[src/rtl/masked_sbox_layer_serial_pkg.sv]
// Shared definitions for the serial masked S-box layer.
// FSM state encoding and PRINCE S-box lookup helper.
package masked_sbox_layer_serial_pkg;

  localparam logic [1:0] ST_IDLE  = 2'd0;
  localparam logic [1:0] ST_FEED  = 2'd1;
  localparam logic [1:0] ST_DRAIN = 2'd2;
  localparam logic [1:0] ST_DONE  = 2'd3;

  // Nibble v of each table holds S(v) / S^-1(v).
  localparam logic [63:0] S_TAB    = 64'h4D5E_0876_19CA_23FB;
  localparam logic [63:0] SINV_TAB = 64'h1CE5_046A_98DF_237B;

  function automatic logic [3:0] prince_s(
    input logic [3:0] v,
    input logic       fwd
  );
    logic [5:0] idx;
    idx = {v, 2'b00};
    return fwd ? S_TAB[idx +: 4] : SINV_TAB[idx +: 4];
  endfunction

endpackage

[src/rtl/masked_sbox.sv]
// Two-share PRINCE S-box cell, one register stage.
// Ports: clk, rst, en, sel, x_in/y_in shares, rnd, z_x/z_y result shares.
module masked_sbox
  import masked_sbox_layer_serial_pkg::*;
(
  input  logic        clk,
  input  logic        rst,
  input  logic        en,
  input  logic        sel,
  input  logic [3:0]  x_in,
  input  logic [3:0]  y_in,
  input  logic [15:0] rnd,
  output logic [3:0]  z_x,
  output logic [3:0]  z_y
);

  logic [3:0] m;
  logic [3:0] zx_d, zx_q;
  logic [3:0] zy_d, zy_q;

  // All 16 random bits fold into the fresh output mask.
  assign m = rnd[3:0] ^ rnd[7:4] ^ rnd[11:8] ^ rnd[15:12];

  always_comb begin
    zx_d = zx_q;
    zy_d = zy_q;
    if (en) begin
      zx_d = prince_s(x_in ^ y_in, sel) ^ m;
      zy_d = m;
    end
  end

  always_ff @(posedge clk or posedge rst) begin
    if (rst) begin
      zx_q <= '0;
      zy_q <= '0;
    end else begin
      zx_q <= zx_d;
      zy_q <= zy_d;
    end
  end

  assign z_x = zx_q;
  assign z_y = zy_q;

endmodule

[src/rtl/masked_sbox_layer_serial.sv]
// Serial PRINCE S-box layer over a 64-bit two-share state, NSBOX nibbles/cycle.
// Ports: start/sel/x_in/y_in in, rnd valid/ready, busy/done, x_out/y_out.
module masked_sbox_layer_serial
  import masked_sbox_layer_serial_pkg::*;
#(
  parameter int NSBOX = 4
) (
  input  logic                 clk,
  input  logic                 rst,
  input  logic                 start,
  input  logic                 sel,
  input  logic [63:0]          x_in,
  input  logic [63:0]          y_in,
  input  logic [16*NSBOX-1:0]  rnd,
  input  logic                 rnd_valid,
  output logic                 rnd_ready,
  output logic                 busy,
  output logic                 done,
  output logic [63:0]          x_out,
  output logic [63:0]          y_out
);

  localparam int G  = 16 / NSBOX;
  localparam int W  = 4 * NSBOX;
  localparam int CW = 5;

  logic [1:0]    state_d, state_q;
  logic [63:0]   xs_d, xs_q;
  logic [63:0]   ys_d, ys_q;
  logic [63:0]   xo_d, xo_q;
  logic [63:0]   yo_d, yo_q;
  logic [63:0]   x_out_d, x_out_q;
  logic [63:0]   y_out_d, y_out_q;
  logic [CW-1:0] cnt_d, cnt_q;
  logic          pend_d, pend_q;
  logic          sel_d, sel_q;

  logic          fire;
  logic          accept;
  logic [W-1:0]  zx_all;
  logic [W-1:0]  zy_all;
  logic [63:0]   xo_cap;
  logic [63:0]   yo_cap;

  for (genvar j = 0; j < NSBOX; j++) begin : g_sbox
    masked_sbox u_sbox (
      .clk  (clk),
      .rst  (rst),
      .en   (fire),
      .sel  (sel_q),
      .x_in (xs_q[4*j +: 4]),
      .y_in (ys_q[4*j +: 4]),
      .rnd  (rnd[16*j +: 16]),
      .z_x  (zx_all[4*j +: 4]),
      .z_y  (zy_all[4*j +: 4])
    );
  end

  // New group enters at the top; after G captures group 0 sits at the bottom.
  assign xo_cap = (xo_q >> W) | (64'(zx_all) << (64 - W));
  assign yo_cap = (yo_q >> W) | (64'(zy_all) << (64 - W));

  always_comb begin
    fire   = (state_q == ST_FEED) & rnd_valid;
    accept = start & ((state_q == ST_IDLE) | (state_q == ST_DONE));

    state_d = state_q;
    xs_d    = xs_q;
    ys_d    = ys_q;
    cnt_d   = cnt_q;
    sel_d   = sel_q;
    pend_d  = fire;
    xo_d    = xo_q;
    yo_d    = yo_q;
    x_out_d = x_out_q;
    y_out_d = y_out_q;

    if (pend_q) begin
      xo_d = xo_cap;
      yo_d = yo_cap;
    end

    if (accept) begin
      xs_d  = x_in;
      ys_d  = y_in;
      sel_d = sel;
      cnt_d = '0;
    end else if (fire) begin
      xs_d  = xs_q >> W;
      ys_d  = ys_q >> W;
      cnt_d = cnt_q + CW'(1);
    end

    unique case (state_q)
      ST_IDLE: if (accept) state_d = ST_FEED;
      ST_FEED: if (fire && cnt_q == CW'(G - 1)) state_d = ST_DRAIN;
      ST_DRAIN: begin
        // Last capture lands on this same edge.
        state_d = ST_DONE;
        x_out_d = xo_d;
        y_out_d = yo_d;
      end
      ST_DONE: state_d = accept ? ST_FEED : ST_IDLE;
      default: state_d = ST_IDLE;
    endcase
  end

  always_ff @(posedge clk or posedge rst) begin
    if (rst) begin
      state_q <= ST_IDLE;
      xs_q    <= '0;
      ys_q    <= '0;
      xo_q    <= '0;
      yo_q    <= '0;
      x_out_q <= '0;
      y_out_q <= '0;
      cnt_q   <= '0;
      pend_q  <= 1'b0;
      sel_q   <= 1'b0;
    end else begin
      state_q <= state_d;
      xs_q    <= xs_d;
      ys_q    <= ys_d;
      xo_q    <= xo_d;
      yo_q    <= yo_d;
      x_out_q <= x_out_d;
      y_out_q <= y_out_d;
      cnt_q   <= cnt_d;
      pend_q  <= pend_d;
      sel_q   <= sel_d;
    end
  end

  assign rnd_ready = (state_q == ST_FEED);
  assign busy      = (state_q == ST_FEED) | (state_q == ST_DRAIN);
  assign done      = (state_q == ST_DONE);
  assign x_out     = x_out_q;
  assign y_out     = y_out_q;

endmodule

[config.mk]
export PLATFORM = sky130hd
export DESIGN_NAME = masked_sbox_layer_serial
export DESIGN_NICKNAME = d
export VERILOG_FILES = /design/src/rtl/masked_sbox_layer_serial_pkg.sv /design/src/rtl/masked_sbox.sv /design/src/rtl/masked_sbox_layer_serial.sv
export SDC_FILE = /design/constraint.sdc
export NUM_CORES = 1
export LEC_CHECK = 0
export ABC_AREA = 1
export CORE_MARGIN = 3
export CORE_UTILIZATION = 30
export CTS_BUF_LIST = sky130_fd_sc_hd__clkbuf_4
export CTS_CLUSTER_DIAMETER = 200
export CTS_CLUSTER_SIZE = 14
export DETAILED_ROUTE_END_ITERATION = 7
export SKIP_CTS_REPAIR_TIMING = 1
export SYNTH_ARGS = -nofsm -noshare
export SYNTH_HDL_FRONTEND = slang
export SYNTH_SLANG_ARGS = --single-unit
[constraint.sdc]
create_clock -name clk -period 20.8 [get_ports clk]
set_clock_uncertainty 0.05 [all_clocks]
set_input_delay 2.08 -clock clk [delete_from_list [all_inputs] [get_ports clk]]
set_output_delay 2.08 -clock clk [all_outputs]
set_load 0.1 [all_outputs]
==> run_results.csv, run 1 <==
group,metric,value,unit
status,status,"finished clean",
global_routing,grt.overflow.total,0,
worst_setup_path,slowest_stage,"clkdlybuf4s50_1",
timing,tightest_slew,1.17,ns
floorplanning,fp.coreArea,0.0597,mm²
worst_setup_path,startpoint,"state_q[0]",
detailed_routing,vias,13455,
layout,drive_gt1_share,10.9,%
clock_network,cts_made_buffers,36,
detailed_routing,drt-pass1-iter-count,5,
synthesis,synth_warnings,0,
synthesis,synth_cell_type_count,34,
clock_network,clock_tree.root_cell,"clkbuf_4",
worst_setup_path,required,18.67,ns
worst_setup_path,r2r-end,"xs_q[48]",
synthesis,yosysTopAreaCell,"dfrtp_1",
placed_design,dp_slack,15.28,ns
worst_setup_path,path_cells,"inv_1 > ha_1 > clkdlybuf4s50_1",
detailed_routing,drt-initial-drc-count,1012,
layout,layout.cells.non_filler,2856,
layout,nets,2287,
synthesis,synth_edf_count,0,
worst_setup_path,regToRegStartpoint,"state_q[1]",
floorplanning,die_w,253,µm
floorplanning,rows,89,
detailed_routing,drt-wirelength-per-cell,17.5,µm
global_routing,grt_pass1_vias,13311,
synthesis,netlist_instances,1789,
timing,hold_viol_final,0,
clock_network,clock_latency,0.78,ns
timing,slew_headroom,22.1,%
layout,final_util,37.7,%
detailed_routing,drtAntennaViolNets,0,
synthesis,async_flop_share,100,%
min_path,hold_path.class,"reg2reg",
placed_design,hpwl,36.0,mm
flow_run,maxCapViolCount,0,
clock_network,cts_tree,"done",
timing,period_share,24.2,%
placed_design,dp.cells,2811,
synthesis,synth_fp_nets,2000,
worst_setup_path,end_kind,"output port",
clock_network,clock_path_buffers,3,
synthesis,syn_area,0.0183,mm²
worst_setup_path,startpoint_type,"flip-flop",
global_routing,grt_pass1_wl,76.8,mm
detailed_routing,wl,49.9,mm
timing,max_freq,199,MHz
synthesis,synth_flop_cell,"dfrtp_1",
synthesis,synthTopCellsByCount,"dfrtp_1, nand2_1, inv_1",
placed_design,portBuffers,327,
detailed_routing,avgViaCountPerCell,4.71,
clock_network,clock_sinks,425,
floorplanning,die_y,253,µm
timing,min_period,5.04,ns
synthesis,ys_seq_area_share,58.2,%
timing,setup_viol,0,
timing,setup_ws,15.76,ns
worst_setup_path,critical_path_class,"reg2out",
layout,areaGrowthSynthToFinish,23.1,%
timing,maxSlewViolCount,0,
worst_setup_path,reg2regPathDepth,7,
layout,fill_cells,5875,
global_routing,antenna_found_initial,12,
synthesis,synth_top_area_share,58.2,%
worst_setup_path,slowest_delay,1.15,ns
clock_network,clk_pin_slew,0.17,ns
timing,rsz0062_at_grt,"no",
synthesis,ys_top_cells_by_area,"dfrtp_1, mux2_2, nand2_1",
timing,tns,0,ns
detailed_routing,drc_errors,0,
floorplanning,start_util,30.6,%
worst_setup_path,cp_max_fo,5,
floorplanning,die-area,0.0639,mm²
global_routing,grt_start_max_net_pins,145,
min_path,hold_depth,2,
synthesis,yosysMostFrequentCell,"dfrtp_1",
min_path,worstHoldStart,"ys_q[27]",
worst_setup_path,rrSetupSlack,17.53,ns
worst_setup_path,cp.arrival,2.91,ns
floorplanning,ios,328,
min_path,whs_endpoint,"ys_q[11]",
synthesis,synth.avg_cell_area,10.2,µm²
synthesis,ys_ff_latch,425,
global_routing,grt_usage,15.4,%
placed_design,globalplace.congestion,0.802,
clock_network,htree_levels,2,
==> worst max path at each step <==
| stage | end | slack [ns] | depth (start not counted) |
|---|---|---|---|
| floorplan | cnt_q[0] | 6.84 | 1 |
| global placement | pend_q | 15.37 | 4 |
| detailed placement | pend_q | 15.28 | 4 |
| CTS | busy | 15.64 | 3 |
| global route | busy | 15.60 | 3 |
| finish | busy | 15.76 | 3 |
==> cell families after synthesis <==
| family | count (synthesis) | share of synthesized area [%] |
|---|---|---|
| DFF | 425 | 58.2 |
| and+or+nand+nor | 567 | 12.5 |
| buffers and inverters | 293 | 6.69 |
| muxes | 142 | 8.75 |
| adders and majority gates | 14 | 0.958 |
| xor gates and xnor gates | 50 | 2.48 |
| AOI/OAI and AO/OA | 298 | 10.5 |
==> stage by stage <==
step	area [µm²]	hold WS, ns
2_1_floorplan	18300	0.399
3_3_place_gp	22200	0.426
3_5_place_dp	22200	0.433
4_1_cts	22500	0.447
5_1_grt	22500	0.479
6_report	22500	0.445
==> flip-flops by register name (all words and copies together) (netlist names) <==
register,count
sel_q,1
xs_q,64
x_out,64
g_sbox.u_sbox.z_y,16
cnt_q,5
ys_q,64
xo_q,64
y_out,64
state_q,2
pend_q,1
yo_q,64
g_sbox.u_sbox.z_x,16
==> critical path, delay by kind of cell (launching register included) <==
family	cells	cell delay (ns)
buffers and inverters	2	1.30
adders and majority gates	1	0.36
DFF	1	0.46
==> cell type report <==
class                      instances  area (µm²)  share of cell area, %
timing repair buffer             336        3340                   14.8
clock inverter                     3        45.0                  0.200
sequential                       425       10600                   47.3
inverter                         206         788                   3.50
multi-input combinational       1071        6430                   28.6
tap                              773         967                   4.30
clock buffer                      37         278                   1.23
antenna                            5        12.5                 0.0556
==> per-layer routing <==
metal | vias to the layer above | wire [µm] | global-route usage (%)
li1 | 6434 | - | -
met5 | - | 115 | 0
met4 | 14 | 646 | 3.02
met2 | 412 | 23500 | 25.3
met1 | 6538 | 22400 | 21.0
met3 | 57 | 3280 | 3.37
==> cells in the final DEF, fill, tap and decap left out, types with 5 or more instances in the layout <==
master           instances
dfrtp_1                424
nand2_1                392
clkdlybuf4s50_1        327
inv_1                  201
mux2_2                 142
o21ai_0                103
nor2_1                  86
a21oi_1                 81
nand3_1                 70
o221ai_1                63
clkbuf_4                37
xnor2_1                 29
o211ai_1                22
xor2_1                  19
ha_1                    13
o21ai_1                 12
buf_4                    9
o221ai_2                 7
or2_2                    7
o211ai_2                 6
diode_2                  5
Power of run 1 is not shown: default switching activity piles up to over one toggle a cycle in this logic, so the estimate is an artifact.
==> run 2, diff against run 1 <==
==> constraint.sdc (replaced) <==
create_clock -name clk -period 5.05 [get_ports clk]
set_clock_uncertainty 0.05 [all_clocks]
set_input_delay 0.505 -clock clk [delete_from_list [all_inputs] [get_ports clk]]
set_output_delay 0.505 -clock clk [all_outputs]
set_load 0.1 [all_outputs]
==> run 2 against run 1 <==
Global-route usage rose by 0.17 points. Sequential cell count did not move. Critical path depth did not move. Die area did not move. Register-to-register slack got worse by 16 ns. Core utilization rose by 0.17 points. Wire length rose by 1.5%. Count of clock-buffer cells in the layout did not move. First-iteration DRC count fell by 3.6%. Setup slack got worse by 14 ns. Critical path type unchanged. Critical endpoint unchanged. Largest cell class unchanged.
==> run_results.csv, run 2 (synthesis gave the netlist of run 1 again) <==
group,metric,value,unit
detailed_routing,drt-pass1-iter-count,6,
timing,tightest_slew,1.18,ns
worst_setup_path,startpoint,"state_q[1]",
layout,drive_gt1_share,11.1,%
worst_setup_path,regToRegStartpoint,"state_q[1]",
clock_network,clock_tree.root_cell,"clkbuf_4",
min_path,worstHoldStart,"y_in[51]",
floorplanning,die-area,0.0639,mm²
layout,areaGrowthSynthToFinish,23.7,%
timing,hold_viol_final,0,
worst_setup_path,critical_path_class,"reg2out",
worst_setup_path,reg2regPathDepth,8,
layout,final_common_cell,"dfrtp_1",
worst_setup_path,cp.arrival,2.83,ns
global_routing,grt_pass1_vias,13596,
layout,final_area,0.0226,mm²
worst_setup_path,cp_max_fo,5,
clock_network,clock_sinks,425,
status,status,"finished clean",
clock_network,clk_pin_slew,0.16,ns
clock_network,cts_made_buffers,36,
clock_network,clock_latency,0.75,ns
min_path,hold_path.class,"in2reg",
detailed_routing,drt-wirelength-per-cell,17.7,µm
layout,nets,2290,
detailed_routing,drc_errors,0,
flow_run,maxCapViolCount,0,
timing,slew_headroom,21.5,%
timing,whs,0.232,ns
clock_network,clock_path_buffers,3,
global_routing,grt_usage,15.5,%
global_routing,antenna_found_initial,11,
timing,rsz0062_at_grt,"no",
detailed_routing,wl,50.7,mm
detailed_routing,vias,13397,
floorplanning,rows,89,
floorplanning,die_w,253,µm
global_routing,grt.overflow.total,0,
placed_design,place_area,0.0223,mm²
worst_setup_path,startpoint_type,"flip-flop",
layout,final_cell_mix,"dfrtp_1, nand2_1, clkdlybuf4s50_1, inv_1, mux2_2",
worst_setup_path,path_cells,"inv_1 > ha_1 > clkdlybuf4s50_1",
timing,tns,0,ns
placed_design,hpwl,36.6,mm
min_path,hold_depth,3,
floorplanning,ios,328,
placed_design,portBuffers,327,
detailed_routing,drt-initial-drc-count,976,
timing,min_period,3.39,ns
worst_setup_path,end_kind,"output port",
timing,period_share,67.1,%
worst_setup_path,slowest_delay,1.16,ns
clock_network,htree_levels,2,
detailed_routing,avgViaCountPerCell,4.69,
worst_setup_path,required,4.49,ns
timing,max_freq,295,MHz
clock_network,cts_tree,"done",
worst_setup_path,slowest_stage,"clkdlybuf4s50_1",
min_path,whs_endpoint,"ys_q[51]",
floorplanning,die_y,253,µm
worst_setup_path,r2r-end,"xs_q[24]",
timing,setup_viol,0,
timing,maxSlewViolCount,0,
global_routing,grt_start_max_net_pins,171,
detailed_routing,drtAntennaViolNets,0,
placed_design,globalplace.congestion,0.810,
global_routing,grt_pass1_wl,77.9,mm
worst_setup_path,rrSetupSlack,1.79,ns
floorplanning,fp.coreArea,0.0597,mm²
floorplanning,start_util,30.6,%
run 2: cell types whose count changed in the layout (fill, tap and decap cells not counted):
cell,previous run,this run
clkinv_2,0,1
inv_4,3,2
clkinvlp_4,0,1
inv_8,2,1
buf_12,0,7
buf_4,9,5
diode_2,5,3
run 2: metal layers:
layer	vias up	track usage (%)	share of wire, %
met3	65	3.95	7.0
li1	6447	-	-
met5	-	0	0.21
met1	6490	20.6	44
met4	14	3.49	1.6
met2	381	25.7	47
run 2: worst max-delay path: cells and delay by family (launching register included):
| family | cells | cell delay [ns] |
|---|---|---|
| fa+ha+maj | 1 | 0.33 |
| buf+inv | 2 | 1.28 |
| flops | 1 | 0.48 |
run 2: metrics by stage:
stage          instances  utilization [%]  setup WS [ns]
2_1_floorplan       1789                -          -1.24
3_3_place_gp        2814             37.3           1.75
3_5_place_dp        2814             37.3           1.70
4_1_cts             2854             37.9           1.54
5_1_grt             2855             37.9           1.48
6_report            2857             37.9           1.66
run 2: cell type report:
cell class | count | area [µm²]
timing repair buffer | 339 | 3450
inverter | 206 | 783
sequential | 425 | 10600
clock inverter | 3 | 45.0
antenna | 3 | 7.51
fill | 5860 | 37100
multi-input combinational | 1071 | 6430
tap | 773 | 967
clock buffer | 37 | 278
run 2: how the worst max path moves through the flow:
| stage | to | depth (start not counted) |
|---|---|---|
| after floorplan | cnt_q[0] | 1 |
| after global placement | xs_q[7] | 7 |
| after detailed placement | xs_q[2] | 7 |
| after CTS | busy | 3 |
| after global routing | xs_q[21] | 9 |
| final | busy | 3 |
Power of run 2 is left out for the same reason.
